==> src/rtl/lockstep_cmp_mon_pkg.sv <==
// Shared types and helpers for the lockstep gold/DUT comparison monitor.
package lockstep_pkg;

  typedef enum logic [1:0] {IDLE, SETTLE, ACTIVE} lk_state_t;

  // Generic saturating increment; callers widen to 64 bits and truncate back.
  function automatic logic [63:0] sat_inc(input logic [63:0] val, input int unsigned w);
    logic [63:0] max_v;
    max_v = (w >= 64) ? {64{1'b1}} : ((64'd1 << w) - 64'd1);
    return (val >= max_v) ? val : val + 64'd1;
  endfunction

  function automatic int ch_width(input int n);
    return (n > 1) ? $clog2(n) : 1;
  endfunction

endpackage

==> src/rtl/lockstep_cmp_mon_if.sv <==
// Bundle of the monitor's qualifier, compared buses and result outputs.
interface lockstep_cmp_mon_if
  import lockstep_pkg::*;
#(
  parameter int NCH   = 4,
  parameter int WIDTH = 128,
  parameter int CNT_W = 16,
  parameter int TS_W  = 32
);
  localparam int CH_W = ch_width(NCH);

  logic                   chk_en;
  logic                   clr;
  logic [NCH-1:0]         ch_mask;
  logic [NCH*WIDTH-1:0]   gold_bus;
  logic [NCH*WIDTH-1:0]   dut_bus;

  logic [NCH-1:0]         mismatch_now;
  logic [NCH-1:0]         mismatch_sticky;
  logic                   any_err;
  logic [NCH*CNT_W-1:0]   mismatch_cnt;
  logic [TS_W-1:0]        cycle_cnt;
  logic                   first_valid;
  logic [CH_W-1:0]        first_ch;
  logic [TS_W-1:0]        first_time;
  logic [WIDTH-1:0]       first_gold;
  logic [WIDTH-1:0]       first_dut;

  modport master (
    output chk_en, clr, ch_mask, gold_bus, dut_bus,
    input  mismatch_now, mismatch_sticky, any_err, mismatch_cnt, cycle_cnt,
           first_valid, first_ch, first_time, first_gold, first_dut
  );

  modport slave (
    input  chk_en, clr, ch_mask, gold_bus, dut_bus,
    output mismatch_now, mismatch_sticky, any_err, mismatch_cnt, cycle_cnt,
           first_valid, first_ch, first_time, first_gold, first_dut
  );

endinterface

==> src/rtl/lockstep_cmp_mon_ch_slice.sv <==
// One compared channel: registered mismatch, sticky flag and saturating count.
module lockstep_ch_slice
  import lockstep_pkg::*;
#(
  parameter int WIDTH = 128,
  parameter int CNT_W = 16
) (
  input  logic             sys_clk_50,
  input  logic             reset,
  input  logic             clr,
  input  logic             cmp_en,
  input  logic [WIDTH-1:0] gold,
  input  logic [WIDTH-1:0] dut,
  output logic             hit,
  output logic             mismatch_now,
  output logic             sticky,
  output logic [CNT_W-1:0] cnt
);

  assign hit = cmp_en && (gold != dut);

  // clr outranks a same-edge hit so a cleared result never starts non-zero.
  always_ff @(posedge sys_clk_50 or posedge reset) begin
    if (reset) begin
      mismatch_now <= 1'b0;
      sticky       <= 1'b0;
      cnt          <= '0;
    end else if (clr) begin
      mismatch_now <= 1'b0;
      sticky       <= 1'b0;
      cnt          <= '0;
    end else begin
      mismatch_now <= hit;
      if (hit) begin
        sticky <= 1'b1;
        cnt    <= CNT_W'(sat_inc(64'(cnt), CNT_W));
      end
    end
  end

endmodule

==> src/rtl/lockstep_cmp_mon.sv <==
// Lockstep monitor top: check-window FSM, active-cycle counter and first-mismatch snapshot.
module lockstep_cmp_mon
  import lockstep_pkg::*;
#(
  parameter int NCH    = 4,
  parameter int WIDTH  = 128,
  parameter int CNT_W  = 16,
  parameter int TS_W   = 32,
  parameter int SETTLE = 4
) (
  input  logic                sys_clk_50,
  input  logic                reset,
  lockstep_cmp_mon_if.slave   mon
);

  localparam int CH_W  = ch_width(NCH);
  // The IDLE->SETTLE edge is itself the first uncompared cycle.
  localparam int SET_W = (SETTLE > 2) ? $clog2(SETTLE - 1) : 1;
  localparam logic [SET_W-1:0] SET_LAST = SET_W'((SETTLE > 2) ? SETTLE - 2 : 0);

  lk_state_t            state_q, state_d;
  logic [SET_W-1:0]     set_q, set_d;
  logic                 active;
  logic [NCH-1:0]       cmp_en;
  logic [NCH-1:0]       hit;
  logic [NCH-1:0]       now_bus;
  logic [NCH-1:0]       sticky_bus;
  logic [NCH*CNT_W-1:0] cnt_bus;
  logic [TS_W-1:0]      cycle_q;
  logic                 first_valid_q;
  logic [CH_W-1:0]      first_ch_q, sel_ch;
  logic [TS_W-1:0]      first_time_q;
  logic [WIDTH-1:0]     first_gold_q, first_dut_q, sel_gold, sel_dut;

  always_ff @(posedge sys_clk_50 or posedge reset) begin
    if (reset) begin
      state_q <= IDLE;
      set_q   <= '0;
    end else begin
      state_q <= state_d;
      set_q   <= set_d;
    end
  end

  always_comb begin
    state_d = state_q;
    set_d   = set_q;
    case (state_q)
      IDLE: begin
        set_d = '0;
        if (mon.chk_en) begin
          if (SETTLE <= 1) state_d = ACTIVE;
          else             state_d = lockstep_pkg::SETTLE;
        end
      end
      lockstep_pkg::SETTLE: begin
        if (set_q == SET_LAST) state_d = ACTIVE;
        else                   set_d   = set_q + 1'b1;
      end
      ACTIVE:  state_d = state_q;
      default: state_d = IDLE;
    endcase
    if (!mon.chk_en) begin
      state_d = IDLE;
      set_d   = '0;
    end
  end

  assign active = (state_q == ACTIVE) && mon.chk_en;
  assign cmp_en = {NCH{active}} & mon.ch_mask;

  for (genvar i = 0; i < NCH; i++) begin : g_ch
    lockstep_ch_slice #(.WIDTH(WIDTH), .CNT_W(CNT_W)) u_slice (
      .sys_clk_50   (sys_clk_50),
      .reset        (reset),
      .clr          (mon.clr),
      .cmp_en       (cmp_en[i]),
      .gold         (mon.gold_bus[i*WIDTH +: WIDTH]),
      .dut          (mon.dut_bus[i*WIDTH +: WIDTH]),
      .hit          (hit[i]),
      .mismatch_now (now_bus[i]),
      .sticky       (sticky_bus[i]),
      .cnt          (cnt_bus[i*CNT_W +: CNT_W])
    );
  end

  // Scan from the top down so the lowest-index hit is the one left selected.
  always_comb begin
    sel_ch   = '0;
    sel_gold = '0;
    sel_dut  = '0;
    for (int i = NCH - 1; i >= 0; i--) begin
      if (hit[i]) begin
        sel_ch   = CH_W'(i);
        sel_gold = mon.gold_bus[i*WIDTH +: WIDTH];
        sel_dut  = mon.dut_bus[i*WIDTH +: WIDTH];
      end
    end
  end

  always_ff @(posedge sys_clk_50 or posedge reset) begin
    if (reset) begin
      cycle_q <= '0;
    end else if (mon.clr) begin
      cycle_q <= '0;
    end else if (active) begin
      cycle_q <= TS_W'(sat_inc(64'(cycle_q), TS_W));
    end
  end

  // The snapshot timestamp is the active-cycle count before this edge's increment.
  always_ff @(posedge sys_clk_50 or posedge reset) begin
    if (reset) begin
      first_valid_q <= 1'b0;
      first_ch_q    <= '0;
      first_time_q  <= '0;
      first_gold_q  <= '0;
      first_dut_q   <= '0;
    end else if (mon.clr) begin
      first_valid_q <= 1'b0;
      first_ch_q    <= '0;
      first_time_q  <= '0;
      first_gold_q  <= '0;
      first_dut_q   <= '0;
    end else if (!first_valid_q && (|hit)) begin
      first_valid_q <= 1'b1;
      first_ch_q    <= sel_ch;
      first_time_q  <= cycle_q;
      first_gold_q  <= sel_gold;
      first_dut_q   <= sel_dut;
    end
  end

  assign mon.mismatch_now    = now_bus;
  assign mon.mismatch_sticky = sticky_bus;
  assign mon.any_err         = |sticky_bus;
  assign mon.mismatch_cnt    = cnt_bus;
  assign mon.cycle_cnt       = cycle_q;
  assign mon.first_valid     = first_valid_q;
  assign mon.first_ch        = first_ch_q;
  assign mon.first_time      = first_time_q;
  assign mon.first_gold      = first_gold_q;
  assign mon.first_dut       = first_dut_q;

endmodule

==> src/flat_wrapper.sv <==
// flat-port wrapper written by rule: the top's interface ports become plain ports
module lockstep_cmp_mon_flat import lockstep_pkg::*;
#(
  parameter int NCH    = 4,
  parameter int WIDTH  = 128,
  parameter int CNT_W  = 16,
  parameter int TS_W   = 32,
  parameter int SETTLE = 4
)
  (sys_clk_50, reset, mon_chk_en, mon_clr, mon_ch_mask, mon_gold_bus, mon_dut_bus, mon_mismatch_now, mon_mismatch_sticky, mon_any_err, mon_mismatch_cnt, mon_cycle_cnt, mon_first_valid, mon_first_ch, mon_first_time, mon_first_gold, mon_first_dut);
  lockstep_cmp_mon_if #(.NCH(NCH), .WIDTH(WIDTH), .CNT_W(CNT_W), .TS_W(TS_W)) mon_i ();
  input  logic sys_clk_50;
  input  logic reset;
  input wire logic [$bits(mon_i.chk_en)-1:0] mon_chk_en;
  input wire logic [$bits(mon_i.clr)-1:0] mon_clr;
  input wire logic [$bits(mon_i.ch_mask)-1:0] mon_ch_mask;
  input wire logic [$bits(mon_i.gold_bus)-1:0] mon_gold_bus;
  input wire logic [$bits(mon_i.dut_bus)-1:0] mon_dut_bus;
  output wire logic [$bits(mon_i.mismatch_now)-1:0] mon_mismatch_now;
  output wire logic [$bits(mon_i.mismatch_sticky)-1:0] mon_mismatch_sticky;
  output wire logic [$bits(mon_i.any_err)-1:0] mon_any_err;
  output wire logic [$bits(mon_i.mismatch_cnt)-1:0] mon_mismatch_cnt;
  output wire logic [$bits(mon_i.cycle_cnt)-1:0] mon_cycle_cnt;
  output wire logic [$bits(mon_i.first_valid)-1:0] mon_first_valid;
  output wire logic [$bits(mon_i.first_ch)-1:0] mon_first_ch;
  output wire logic [$bits(mon_i.first_time)-1:0] mon_first_time;
  output wire logic [$bits(mon_i.first_gold)-1:0] mon_first_gold;
  output wire logic [$bits(mon_i.first_dut)-1:0] mon_first_dut;
  assign mon_i.chk_en = mon_chk_en;
  assign mon_i.clr = mon_clr;
  assign mon_i.ch_mask = mon_ch_mask;
  assign mon_i.gold_bus = mon_gold_bus;
  assign mon_i.dut_bus = mon_dut_bus;
  assign mon_mismatch_now = mon_i.mismatch_now;
  assign mon_mismatch_sticky = mon_i.mismatch_sticky;
  assign mon_any_err = mon_i.any_err;
  assign mon_mismatch_cnt = mon_i.mismatch_cnt;
  assign mon_cycle_cnt = mon_i.cycle_cnt;
  assign mon_first_valid = mon_i.first_valid;
  assign mon_first_ch = mon_i.first_ch;
  assign mon_first_time = mon_i.first_time;
  assign mon_first_gold = mon_i.first_gold;
  assign mon_first_dut = mon_i.first_dut;
  lockstep_cmp_mon #(.NCH(NCH), .WIDTH(WIDTH), .CNT_W(CNT_W), .TS_W(TS_W), .SETTLE(SETTLE)) u_core (.sys_clk_50(sys_clk_50), .reset(reset), .mon(mon_i));
endmodule
==> config.mk <==
export PLATFORM = sky130hd
export DESIGN_NAME = lockstep_cmp_mon_flat
export DESIGN_NICKNAME = d
export VERILOG_FILES = /design/src/rtl/lockstep_cmp_mon_pkg.sv /design/src/rtl/lockstep_cmp_mon_if.sv /design/src/rtl/lockstep_cmp_mon_ch_slice.sv /design/src/rtl/lockstep_cmp_mon.sv /design/src/flat_wrapper.sv
export SDC_FILE = /design/constraint.sdc
export NUM_CORES = 2
export LEC_CHECK = 0
export CAP_MARGIN = 20
export CORE_AREA = 2 2 553 555
export CTS_CLUSTER_SIZE = 10
export DETAILED_ROUTE_END_ITERATION = 7
export DIE_AREA = 0 0 555 557
export RECOVER_POWER = 25
export SETUP_SLACK_MARGIN = 0.02
export SYNTH_ARGS = -nofsm -noshare
export SYNTH_HDL_FRONTEND = slang
export SYNTH_SLANG_ARGS = --single-unit
==> constraint.sdc <==
create_clock -name sys_clk_50 -period 16.01 [get_ports sys_clk_50]
set_input_delay 2.4015 -clock sys_clk_50 [delete_from_list [all_inputs] [get_ports sys_clk_50]]
set_output_delay 2.4015 -clock sys_clk_50 [all_outputs]
set_load 0.01 [all_outputs]
==> reports/results.tsv <==
metric	value	unit
status	finished, violations left	
failed_checks	max-capacitance violations, max-slew violations	
drc_errors	0	
r2r_start	u_core.state_q[1]$_DFFE_PP0P_	
use_met1	33.9	%
cp-start-kind	input pin	
synth_area	30200	µm²
cts_buffer_depth	3	
track_usage	28.3	%
fin_nets	5810	
synth_edf_count	0	
final_cell_mix	clkdlybuf4s50_1 (1414), dfrtp_1 (399), nand2_1 (288)	
overflow	0	
grt_pass1_vias	37700	
powerDensity	75.0	nW/µm²
synth_fp_nets	4504	
rows	203	
slew_headroom	-277	%
post-place-cells	8700	
drive_gt1_share	6.03	%
finalHoldViolCount	0	
critPathLaunch	mon_clr	
grtUsageMet3	12.1	%
grt_setup_unrepaired	no	
clock_latency	0.78	ns
initial_core_util	9.93	%
port_buffers	1427	
post_drt_wl_per_cell	50.5	µm
die_area	309000	µm²
layout.cells.non_filler	9003	
grt-busiest-layer	met2	
setup_viol	0	
vias_per_cell	4.46	
cts_tree	built	
cts_resized	0	
synthToLayoutAreaGrowth	72.5	%
post_cts_buffers	0	
final_common_cell	clkdlybuf4s50_1	
worst_setup_path_end_kind	flip-flop	
p_leak	0.0190	µW
async_reset_ff_share	100	%
synth_top_area_share	33.1	%
hold_path_class	reg2reg	
reg2regPathDepth	11	
dr.pass1.iters	6	
slowest_delay	3.96	ns
yosys_most_used_dff	dfrtp_1	
drt_iter0_drc	5684	
fin_tns_setup	0	ns
avgSynthCellArea	8.71	µm²
placed_area	49400	µm²
io_pins	1428	
critPathCapture	u_core.mon.first_gold[16]$_DFFE_PP0P_	
hold_buffers	0	
ant_nets	0	
cts-root-buf	clkbuf_16	
p_int	2400	µW
dieWidth	555	µm
path_cells	buf_8 -> clkbuf_1 -> clkbuf_1 -> nor3_1 -> a31oi_1	
r2r_slack	10.90	ns
grt_pass1_wl	540000	µm
period_needed	10.37	ns
clock_skew	0.0886	ns
ys_ff_latch	399	
vdd_drop_max	0.104	mV
crit_top_cell	clkbuf_1	
seqPwrFrac	28.4	%
share_comb_of_total_power	31.9	%
core	304000	µm²
synth_warnings	0	
yosysTopAreaCell	dfrtp_1	
clkPwrFrac	39.7	%
totalWireLength	455000	µm
stdcell_area	52100	µm²
arrival	11.06	ns
num_vias	40100	
rr_endpoint	u_core.mon.first_gold[19]$_DFFE_PP0P_	
gp_congestion	1.09	
worst_slew_pin_slew	5.66	ns
worstSetupPathType	in2reg	
p_sw_share	38.6	%
die_y	557	µm
required	16.70	ns
drv_cap	7	
fmax	96.4	MHz
cp_slowest_cell	clkbuf_1	
netlist_instances	3466	
slew_viol_final	450	
finalPower	3910	µW
cts_buffers	61	
cp_max_fo	112	
antenna_found_initial	367	
grt_start_max_net_pins	140	
p_sw	1510	µW
post-route-period-util	64.8	%
clk_pin_slew	0.06	ns
htreeDepth	2	
clock-sinks	399	
yosys.cell_types.count	58	
use_met2	42.4	%
ys_seq_area_share	33.1	%
synth.area.top_cells	dfrtp_1 (33%), xor2_1 (8.3%), xnor2_1 (8.2%)	
dpl.hpwl	399000	µm
[stage by stage]
| stage | hold slack [ns] | setup slack (ns) | utilization, % |
|---|---|---|---|
| 6_report | 0.519 | 5.64 | 17.1 |
| 5_1_grt | 0.543 | 5.10 | 17.1 |
| 4_1_cts | 0.523 | 8.01 | 17.0 |
| 3_5_place_dp | 0.508 | 7.25 | 16.2 |
| 3_3_place_gp | 0.502 | 6.28 | 16.2 |
| 2_1_floorplan | 0.481 | 2.51 | - |
[layout make-up]
cell class,count,area (µm²)
diodes,184,460
clock buffers,85,1740
clock inverters,28,450
fillers,34200,252000
inverters,25,95.1
multi-input cells,2719,18900
flip-flops and latches,399,9980
well taps,3997,5000
repair buffers,1566,15400
[power by group through the flow]
stage / Sequential [µW] / Clock (µW) / Combinational (µW)
detailed placement: 1130 / 0 / 1240
global route: 1110 / 1610 / 1260
CTS: 1110 / 1590 / 1240
global placement: 1130 / 0 / 1240
floorplan: 1120 / 0 / 233
finish: 1110 / 1550 / 1250
[worst min path at each step]
stage | start | to | slack [ns] | depth (start not counted)
after floorplan | u_core.g_ch[1].u_slice.sticky$_DFFE_PP0P_ | u_core.g_ch[1].u_slice.sticky$_DFFE_PP0P_ | 0.48 | 2
after CTS | u_core.mon.first_time[4]$_DFFE_PP0P_ | u_core.mon.first_time[4]$_DFFE_PP0P_ | 0.52 | 2
after detailed placement | u_core.mon.first_time[4]$_DFFE_PP0P_ | u_core.mon.first_time[4]$_DFFE_PP0P_ | 0.51 | 2
after global routing | u_core.mon.first_time[7]$_DFFE_PP0P_ | u_core.mon.first_time[7]$_DFFE_PP0P_ | 0.54 | 2
after global placement | u_core.mon.first_time[10]$_DFFE_PP0P_ | u_core.mon.first_time[10]$_DFFE_PP0P_ | 0.50 | 2
final | u_core.mon.first_time[13]$_DFFE_PP0P_ | u_core.mon.first_time[13]$_DFFE_PP0P_ | 0.52 | 2
[cells by family after synthesis]
family                     count (synthesis)  share of synthesized area (%)
and+or+nand+nor                         1263                           22.8
AOI/OAI and AO/OA                        833                           20.5
xor gates and xnor gates                 568                           16.5
DFF                                      399                           33.1
buffers and inverters                    348                           5.21
muxes                                     49                           1.67
adders and majority gates                  6                          0.249
[state kept, by name, summed over array words and instances, names as in the netlist]
signal and cells:
u_core.state_q 2, u_core.mon.first_ch 2, u_core.set_q 2, u_core.mon.first_valid 1
u_core.g_ch.u_slice.mismatch_now 4, u_core.g_ch.u_slice.cnt 64, u_core.mon.first_gold 128, u_core.mon.first_time 32
u_core.mon.first_dut 128, u_core.g_ch.u_slice.sticky 4, u_core.mon.cycle_cnt 32
[synthesized netlist by cell type (all sizes together) (2+ instances only)]
| library cell | count |
|---|---|
| a41o | 2 |
| o311ai | 4 |
| ha | 6 |
| nand3b | 4 |
| inv | 25 |
| a41oi | 2 |
| o221ai | 252 |
| a31oi | 257 |
| nand3 | 39 |
| or2 | 3 |
| dfrtp | 399 |
| clkbuf | 255 |
| buf | 68 |
| and2 | 14 |
| or4 | 11 |
| nor2b | 14 |
| nor4 | 89 |
| xor2 | 287 |
| nand2 | 288 |
| nor2 | 130 |
| mux2 | 12 |
| nand4 | 100 |
| a311oi | 2 |
| and4 | 12 |
| and3 | 12 |
| a22oi | 2 |
| o31ai | 6 |
| a21o | 262 |
| o21ai | 10 |
| nor3 | 268 |
| a21oi | 27 |
| nor3b | 257 |
| xnor2 | 281 |
| and3b | 2 |
| or3 | 9 |
| nor4b | 3 |
| mux2i | 37 |
| o211ai | 2 |
| nand2b | 5 |
[layer usage]
| metal | vias to the layer above | wire, µm | share of wire [%] |
|---|---|---|---|
| met5 | - | 921 | 0.20 |
| li1 | 15700 | - | - |
| met4 | 142 | 28600 | 6.3 |
| met1 | 20100 | 181000 | 40 |
| met3 | 860 | 50700 | 11 |
| met2 | 3275 | 193000 | 42 |
[critical path, delay by kind of cell]
kind / cells / cell delay [ns]
AO/OA/AOI/OAI: 1 / 0.31
AND/OR/NAND/NOR: 1 / 0.28
buffers and inverters: 3 / 7.70
(Power assumes the default switching activity.)
